**config.mk**
```make
export PLATFORM = sky130hd
export DESIGN_NAME = uart_tx_engine_cfg_flat
export DESIGN_NICKNAME = d
export VERILOG_FILES = /design/src/rtl/uart_tx_engine_cfg_if.sv /design/src/rtl/uart_tx_engine_cfg.sv /design/src/flat_wrapper.sv
export SDC_FILE = /design/constraint.sdc
export NUM_CORES = 1
export LEC_CHECK = 0
export ABC_AREA = 0
export CORE_UTILIZATION = 45
export CTS_CLUSTER_SIZE = 40
export DETAILED_ROUTE_END_ITERATION = 10
export PLACE_DENSITY = 0.72
export SYNTH_ARGS = -nofsm -noshare
export SYNTH_HDL_FRONTEND = slang
export SYNTH_SLANG_ARGS = --single-unit
```
**constraint.sdc**
```tcl
create_clock -name clk_i -period 2.5 [get_ports clk_i]
set_input_delay 0.625 -clock clk_i [delete_from_list [all_inputs] [get_ports clk_i]]
set_output_delay 0.625 -clock clk_i [all_outputs]
set_load 0.01 [all_outputs]
```
**src/rtl/uart_tx_engine_cfg_if.sv**
```systemverilog
// TX FIFO read-side handshake between the FIFO and the UART transmit engine.
// The engine side initiates reads (master); the FIFO side answers them (slave).
interface uart_tx_engine_cfg_if #(
  parameter int unsigned DATA_W_MAX = 9
) ();

  logic                  tx_fifo_empty_i;
  logic                  tx_fifo_valid_i;
  logic [DATA_W_MAX-1:0] tx_fifo_data_i;
  logic                  tx_fifo_ren_o;

  modport master (
    input  tx_fifo_empty_i,
    input  tx_fifo_valid_i,
    input  tx_fifo_data_i,
    output tx_fifo_ren_o
  );

  modport slave (
    output tx_fifo_empty_i,
    output tx_fifo_valid_i,
    output tx_fifo_data_i,
    input  tx_fifo_ren_o
  );

endinterface

```
**src/rtl/uart_tx_engine_cfg.sv**
```systemverilog
// Runtime-configurable UART transmitter: 5..DATA_W_MAX data bits, optional parity,
// 1/2 stop bits and break generation, timed from a shared oversampling tick.
module uart_tx_engine_cfg #(
  parameter int unsigned OSR        = 16,
  parameter int unsigned DATA_W_MAX = 9
) (
  input  logic                        clk_i,
  input  logic                        reset_i,
  input  logic                        osr_tick_i,
  uart_tx_engine_cfg_if.master        fifo,
  input  logic                        tx_en_i,
  input  logic [3:0]                  data_bits_i,
  input  logic                        parity_en_i,
  input  logic                        parity_odd_i,
  input  logic                        stop2_i,
  input  logic                        break_i,
  output logic                        tx_busy_o,
  output logic                        tx_done_o,
  output logic                        transmit_bit_o
);

  localparam int unsigned OSR_W = $clog2(OSR);
  localparam int unsigned CNT_W = 4;

  typedef enum logic [2:0] {
    S_IDLE, S_FETCH, S_START, S_DATA, S_PARITY, S_STOP, S_BREAK, S_MARK
  } state_t;

  state_t                state_q, state_d;
  logic [OSR_W-1:0]      osr_q, osr_d;
  logic [CNT_W-1:0]      bit_q, bit_d;
  logic [CNT_W-1:0]      width_q, width_d;
  logic [DATA_W_MAX-1:0] shreg_q, shreg_d;
  logic                  par_en_q, par_en_d;
  logic                  stop2_q, stop2_d;
  logic                  par_bit_q, par_bit_d;
  logic                  line_q, line_d;
  logic                  busy_q, busy_d;
  logic                  done_q, done_d;
  logic                  ren_q, ren_d;

  logic [CNT_W-1:0]      width_c;
  logic                  par_c;
  logic                  bit_end_c;

  // Clamp requested width and compute parity over the selected bits only
  always_comb begin
    width_c = data_bits_i;
    if (data_bits_i < CNT_W'(5)) begin
      width_c = CNT_W'(5);
    end else if (data_bits_i > CNT_W'(DATA_W_MAX)) begin
      width_c = CNT_W'(DATA_W_MAX);
    end
    par_c = parity_odd_i;
    for (int i = 0; i < int'(DATA_W_MAX); i++) begin
      if (CNT_W'(i) < width_c) begin
        par_c = par_c ^ fifo.tx_fifo_data_i[i];
      end
    end
  end

  assign bit_end_c = osr_tick_i && (osr_q == OSR_W'(OSR - 1));

  always_comb begin
    state_d   = state_q;
    osr_d     = osr_q;
    bit_d     = bit_q;
    width_d   = width_q;
    shreg_d   = shreg_q;
    par_en_d  = par_en_q;
    stop2_d   = stop2_q;
    par_bit_d = par_bit_q;
    line_d    = line_q;
    busy_d    = busy_q;
    done_d    = 1'b0;
    ren_d     = 1'b0;

    // Bit timer idles in IDLE/FETCH and is held clear for the whole break
    if ((state_q == S_IDLE) || (state_q == S_FETCH) || (state_q == S_BREAK) || bit_end_c) begin
      osr_d = '0;
    end else if (osr_tick_i) begin
      osr_d = osr_q + OSR_W'(1);
    end

    case (state_q)
      S_IDLE: begin
        line_d = 1'b1;
        if (break_i) begin
          state_d = S_BREAK;
          busy_d  = 1'b1;
          line_d  = 1'b0;
        end else if (tx_en_i && !fifo.tx_fifo_empty_i) begin
          state_d = S_FETCH;
          busy_d  = 1'b1;
          ren_d   = 1'b1;
        end
      end
      S_FETCH: begin
        if (fifo.tx_fifo_valid_i) begin
          shreg_d   = fifo.tx_fifo_data_i;
          width_d   = width_c;
          par_en_d  = parity_en_i;
          stop2_d   = stop2_i;
          par_bit_d = par_c;
          bit_d     = '0;
          state_d   = S_START;
          line_d    = 1'b0;
        end
      end
      S_START: begin
        if (bit_end_c) begin
          state_d = S_DATA;
          line_d  = shreg_q[0];
        end
      end
      S_DATA: begin
        if (bit_end_c) begin
          if (bit_q == (width_q - CNT_W'(1))) begin
            bit_d = '0;
            if (par_en_q) begin
              state_d = S_PARITY;
              line_d  = par_bit_q;
            end else begin
              state_d = S_STOP;
              line_d  = 1'b1;
            end
          end else begin
            bit_d   = bit_q + CNT_W'(1);
            shreg_d = shreg_q >> 1;
            line_d  = shreg_q[1];
          end
        end
      end
      S_PARITY: begin
        if (bit_end_c) begin
          state_d = S_STOP;
          bit_d   = '0;
          line_d  = 1'b1;
        end
      end
      S_STOP: begin
        if (bit_end_c) begin
          if (stop2_q && (bit_q == '0)) begin
            bit_d = CNT_W'(1);
          end else begin
            state_d = S_IDLE;
            busy_d  = 1'b0;
            done_d  = 1'b1;
            line_d  = 1'b1;
          end
        end
      end
      S_BREAK: begin
        line_d = 1'b0;
        if (!break_i) begin
          state_d = S_MARK;
          line_d  = 1'b1;
        end
      end
      S_MARK: begin
        if (bit_end_c) begin
          state_d = S_IDLE;
          busy_d  = 1'b0;
        end
      end
      default: begin
        state_d = S_IDLE;
        busy_d  = 1'b0;
        line_d  = 1'b1;
      end
    endcase
  end

  always_ff @(posedge clk_i) begin
    if (reset_i) begin
      state_q   <= S_IDLE;
      osr_q     <= '0;
      bit_q     <= '0;
      width_q   <= '0;
      shreg_q   <= '0;
      par_en_q  <= 1'b0;
      stop2_q   <= 1'b0;
      par_bit_q <= 1'b0;
      line_q    <= 1'b1;
      busy_q    <= 1'b0;
      done_q    <= 1'b0;
      ren_q     <= 1'b0;
    end else begin
      state_q   <= state_d;
      osr_q     <= osr_d;
      bit_q     <= bit_d;
      width_q   <= width_d;
      shreg_q   <= shreg_d;
      par_en_q  <= par_en_d;
      stop2_q   <= stop2_d;
      par_bit_q <= par_bit_d;
      line_q    <= line_d;
      busy_q    <= busy_d;
      done_q    <= done_d;
      ren_q     <= ren_d;
    end
  end

  assign fifo.tx_fifo_ren_o = ren_q;
  assign tx_busy_o          = busy_q;
  assign tx_done_o          = done_q;
  assign transmit_bit_o     = line_q;

endmodule
```
**src/flat_wrapper.sv**
```systemverilog
// flat-port wrapper written by rule: the top's interface ports become plain ports
module uart_tx_engine_cfg_flat 
#(
  parameter int unsigned OSR        = 16,
  parameter int unsigned DATA_W_MAX = 9
)
  (clk_i, reset_i, osr_tick_i, tx_en_i, data_bits_i, parity_en_i, parity_odd_i, stop2_i, break_i, tx_busy_o, tx_done_o, transmit_bit_o, fifo_tx_fifo_empty_i, fifo_tx_fifo_valid_i, fifo_tx_fifo_data_i, fifo_tx_fifo_ren_o);
  uart_tx_engine_cfg_if #(.DATA_W_MAX(DATA_W_MAX)) fifo_i ();
  input  logic clk_i;
  input  logic reset_i;
  input  logic osr_tick_i;
  input  logic tx_en_i;
  input  logic [3:0] data_bits_i;
  input  logic parity_en_i;
  input  logic parity_odd_i;
  input  logic stop2_i;
  input  logic break_i;
  output logic tx_busy_o;
  output logic tx_done_o;
  output logic transmit_bit_o;
  input wire logic [$bits(fifo_i.tx_fifo_empty_i)-1:0] fifo_tx_fifo_empty_i;
  input wire logic [$bits(fifo_i.tx_fifo_valid_i)-1:0] fifo_tx_fifo_valid_i;
  input wire logic [$bits(fifo_i.tx_fifo_data_i)-1:0] fifo_tx_fifo_data_i;
  output wire logic [$bits(fifo_i.tx_fifo_ren_o)-1:0] fifo_tx_fifo_ren_o;
  assign fifo_i.tx_fifo_empty_i = fifo_tx_fifo_empty_i;
  assign fifo_i.tx_fifo_valid_i = fifo_tx_fifo_valid_i;
  assign fifo_i.tx_fifo_data_i = fifo_tx_fifo_data_i;
  assign fifo_tx_fifo_ren_o = fifo_i.tx_fifo_ren_o;
  uart_tx_engine_cfg #(.OSR(OSR), .DATA_W_MAX(DATA_W_MAX)) u_core (.clk_i(clk_i), .reset_i(reset_i), .osr_tick_i(osr_tick_i), .fifo(fifo_i), .tx_en_i(tx_en_i), .data_bits_i(data_bits_i), .parity_en_i(parity_en_i), .parity_odd_i(parity_odd_i), .stop2_i(stop2_i), .break_i(break_i), .tx_busy_o(tx_busy_o), .tx_done_o(tx_done_o), .transmit_bit_o(transmit_bit_o));
endmodule
```
==> results of run 1 <==
per-stage QoR:
stage	cell area [um^2]	power, mW	hold WS, ps
final	2490	1.97	450
after global routing	2490	2.09	487
after CTS	2490	1.98	454
after detailed placement	2370	1.45	446
after global placement	2370	1.45	446
after floorplan	2010	1.22	446
critical path: stages:
cell and delay (ps):
sky130_fd_sc_hd__clkdlybuf4s50_1 490, sky130_fd_sc_hd__and4_1 210, sky130_fd_sc_hd__o21a_1 200, sky130_fd_sc_hd__a21boi_2 180
sky130_fd_sc_hd__or2_2 330, sky130_fd_sc_hd__a2111oi_2 290
worst min path at each step:
stage                           startpoint                to  slack, ps  depth (start not counted)
after floorplan            u_core.par_en_q   u_core.par_en_q        450                          2
after global placement    u_core.tx_busy_o  u_core.tx_busy_o        450                          2
final                     u_core.tx_busy_o  u_core.tx_busy_o        450                          2
after detailed placement  u_core.tx_busy_o  u_core.tx_busy_o        450                          2
after global routing      u_core.tx_busy_o  u_core.tx_busy_o        490                          2
after CTS                 u_core.tx_busy_o  u_core.tx_busy_o        450                          2
kinds of logic after synthesis:
| family | after synthesis |
|---|---|
| flops | 31 |
| simple gates | 86 |
| mux | 1 |
| fa+ha+maj | 4 |
| buf+inv | 22 |
| xor+xnor | 16 |
| compound gates | 86 |
layout by cell type, fill, tap and decap left out, types with 4 or more instances in the layout:
cell type                         Yosys  final
sky130_fd_sc_hd__nand2b_1             8      8
sky130_fd_sc_hd__o21ai_0             10     10
sky130_fd_sc_hd__clkdlybuf4s50_1      0     26
sky130_fd_sc_hd__nor2_1              15     15
sky130_fd_sc_hd__nand2_1             24     24
sky130_fd_sc_hd__o211ai_1             4      4
sky130_fd_sc_hd__inv_1                9      9
sky130_fd_sc_hd__a211oi_1             4      4
sky130_fd_sc_hd__a21oi_1             34     34
sky130_fd_sc_hd__clkbuf_8             0      6
sky130_fd_sc_hd__dfxtp_1             31     31
sky130_fd_sc_hd__o22ai_1              8      8
sky130_fd_sc_hd__xor2_1               6      6
sky130_fd_sc_hd__ha_1                 4      4
sky130_fd_sc_hd__nand3_1             12     12
sky130_fd_sc_hd__xnor2_1              8      8
sky130_fd_sc_hd__buf_4                0     13
power groups by stage:
stage | Clock, mW | Combinational [mW] | Sequential (mW)
2_1_floorplan | 0 | 0.570 | 0.651
3_3_place_gp | 0 | 0.773 | 0.673
3_5_place_dp | 0 | 0.778 | 0.674
4_1_cts | 0.531 | 0.784 | 0.663
5_1_grt | 0.556 | 0.863 | 0.673
6_report | 0.520 | 0.787 | 0.664
layer usage:
metal  global-route usage [%]  up-vias  share of wire, %
li1                         -      965                 -
met1                     30.1      886                48
met2                     32.2       41                46
met3                     5.26        9               4.1
met4                     9.18        0               1.8
met5                        0        -                 0
state kept, by name (all words and copies together), names as in the netlist:
| register | cells |
|---|---|
| u_core.osr_q | 4 |
| u_core.tx_done_o | 1 |
| u_core.par_bit_q | 1 |
| u_core.fifo.tx_fifo_ren_o | 1 |
| u_core.transmit_bit_o | 1 |
| u_core.par_en_q | 1 |
| u_core.state_q | 3 |
| u_core.stop2_q | 1 |
| u_core.shreg_q | 9 |
| u_core.tx_busy_o | 1 |
| u_core.bit_q | 4 |
| u_core.width_q | 4 |
layout make-up:
class / count / area [um^2] / share of cell area [%]
timing repair buffer: 39 / 358 / 14.4
clock inverter: 2 / 35.0 / 1.41
sequential: 31 / 621 / 24.9
multi-input combinational: 193 / 1300 / 52.1
tap: 50 / 62.6 / 2.51
clock buffer: 6 / 82.6 / 3.32
inverter: 9 / 33.8 / 1.36
==> flow_summary.toml, run 1 <==
[pwr]
total_switching_power_uw = 720
p_clk_share_pct = 26.4
sw_frac_of_total_pct = 36.5
combPwrFrac_pct = 39.9
leakagePower_nw = 0.881
internal-power_mw = 1.25
peak_supply_drop_mv = 0.667
ratio_of_total_power_to_cell_area_mw_per_mm2 = 792
share_seq_of_total_power_pct = 33.7

[timing]
final_critical_path_setup_slack_ps = 368
final.setup.tns_ps = 0
worst_slew_margin_rel_pct = 64.4
grt_setup_unrepaired = "no"
report.final.setup_viol = 0
report.final.hold_viol_count = 0
max_freq_ghz = 0.469
min_period_over_period_pct = 85.3
finalWorstPathRequiredPeriod_ps = 2130
timing_worst_slew_pin_value_ps = 533
slew_violations = 0
skew_ps = 7.62

[global_routing]
grt_start_max_net_pins = 22
wire_length_of_the_first_global_routing_pass_um = 7600
grt_pass1_vias = 1658
overflow = 0
grt_util_all_layers_pct = 21.8
grt_antenna_before_repair = 0

[critical_path]
critical_path_origin = "osr_tick_i"
worstPathRequired_ps = 2690
critical_path.reg2reg.startpoint = "u_core.bit_q[0]"
end_kind = "register"
reg2reg_slack_ps = 460
ff2ff_path_depth = 7
worst_r2r_endpoint = "u_core.transmit_bit_o"
setup.worst_path.start_class = "input port"
critPathCapture = "u_core.state_q[2]"
critical_path.max_fanout = 4
timing.critical_path.arrival_ps = 2320
timing_worst_setup_path_type = "in2reg"

[clock_tree]
clkSinkCount = 31
clk_latency_ps = 290
master_cell_of_the_clock_root_buffer = "sky130_fd_sc_hd__clkbuf_8"
cts_resized = 0
cts_setup_buffers = 0
tritoncts = "yes"
clock_transition_at_the_registers_of_the_reported_paths_ps = 70
clock_tree.htree_level_count = 2
number_of_buffers_added_by_the_clock_tree_synthesis_step = 5
cts_buffer_depth = 2
cts_hold_repair.buffers = 0

[flow_run]
number_of_violations_of_the_max_capacitance_limit = 0

[cells_and_area]
antenna_fix_cells = 0
fin_util_pct = 60.1
post_layout_nonfiller_instances = 330
fin_nets = 306
post_route_cells_drive_above_1_share_pct = 12.9
layout.filler_cells = 394
area_growth_syn_to_layout_pct = 23.7

[floorplanning]
fp.dieArea_mm2 = 0.00474
effective_utilization_at_floorplan_pct = 48.6
floorplan.io_pins = 27
core_mm2 = 0.00414
die-width_um = 68.9
die_height_um = 68.9
std_cell_rows = 23

[synth]
synthesis.nets = 273
synth_largest_type_area_fraction_pct = 30.8
ys_seq_area_share_pct = 30.8
ys_dominant_reg_cell = "sky130_fd_sc_hd__dfxtp_1"
synth_xor_area_share_pct = 8.33
ys_async_sr_fraction_pct = 0
synth_top_family_by_area = "compound AO/OA/AOI/OAI gates"
synth.lib_cells_used.distinct = 57
synth.top_cells.by_count = "sky130_fd_sc_hd__a21oi_1, sky130_fd_sc_hd__dfxtp_1, sky130_fd_sc_hd__nand2_1, sky130_fd_sc_hd__nor2_1, sky130_fd_sc_hd__nand3_1"
synth-compound-area-share_pct = 28.9
leading_area_contributor_after_synthesis = "sky130_fd_sc_hd__dfxtp_1"
netlist_top_cells_area = "sky130_fd_sc_hd__dfxtp_1, sky130_fd_sc_hd__a21oi_1, sky130_fd_sc_hd__nand2_1"
yosysMostFrequentCell = "sky130_fd_sc_hd__a21oi_1"
avgSynthCellArea_um2 = 8.18
number_of_flops_mapped_to_enable_cells_by_yosys = 0
yosys.area_share.simple_pct = 24.3
adder_cell_share_of_the_synthesized_area_pct = 2.49
register_bit_count_reported_by_yosys = 31
post_synth_instance_area_mm2 = 0.00201
synth_cells = 246
yosysWarningCount = 0
synth_mux_area_share_pct = 0.498

[route]
vias_per_cell = 5.76
drt_iter0_markers = 104
antenna_violating_nets_post_route = 0
avgRoutedWirePerCell_um = 14.9
wl_um = 4910
via_count = 1901
detail_route.first_pass.iterations = 4
drc = 0

[place]
hpwl_um = 3580
routabilityCongestion = 0.824
io_buffers = 26
placed_instances = 322
detailedPlace.worstSlack_ps = 89.4

[hold_path]
worstHoldPathType = "reg2reg"

[outcome]
run_status = "completed"
Power figures use the tool's default switching activity.
==> run 2: changes to the inputs <==
- ABC_AREA: 0 -> unset
- CTS_CLUSTER_DIAMETER: unset -> 100
==> results of run 2 <==
The final DEF is identical to that of run 1; final timing and power are the same.
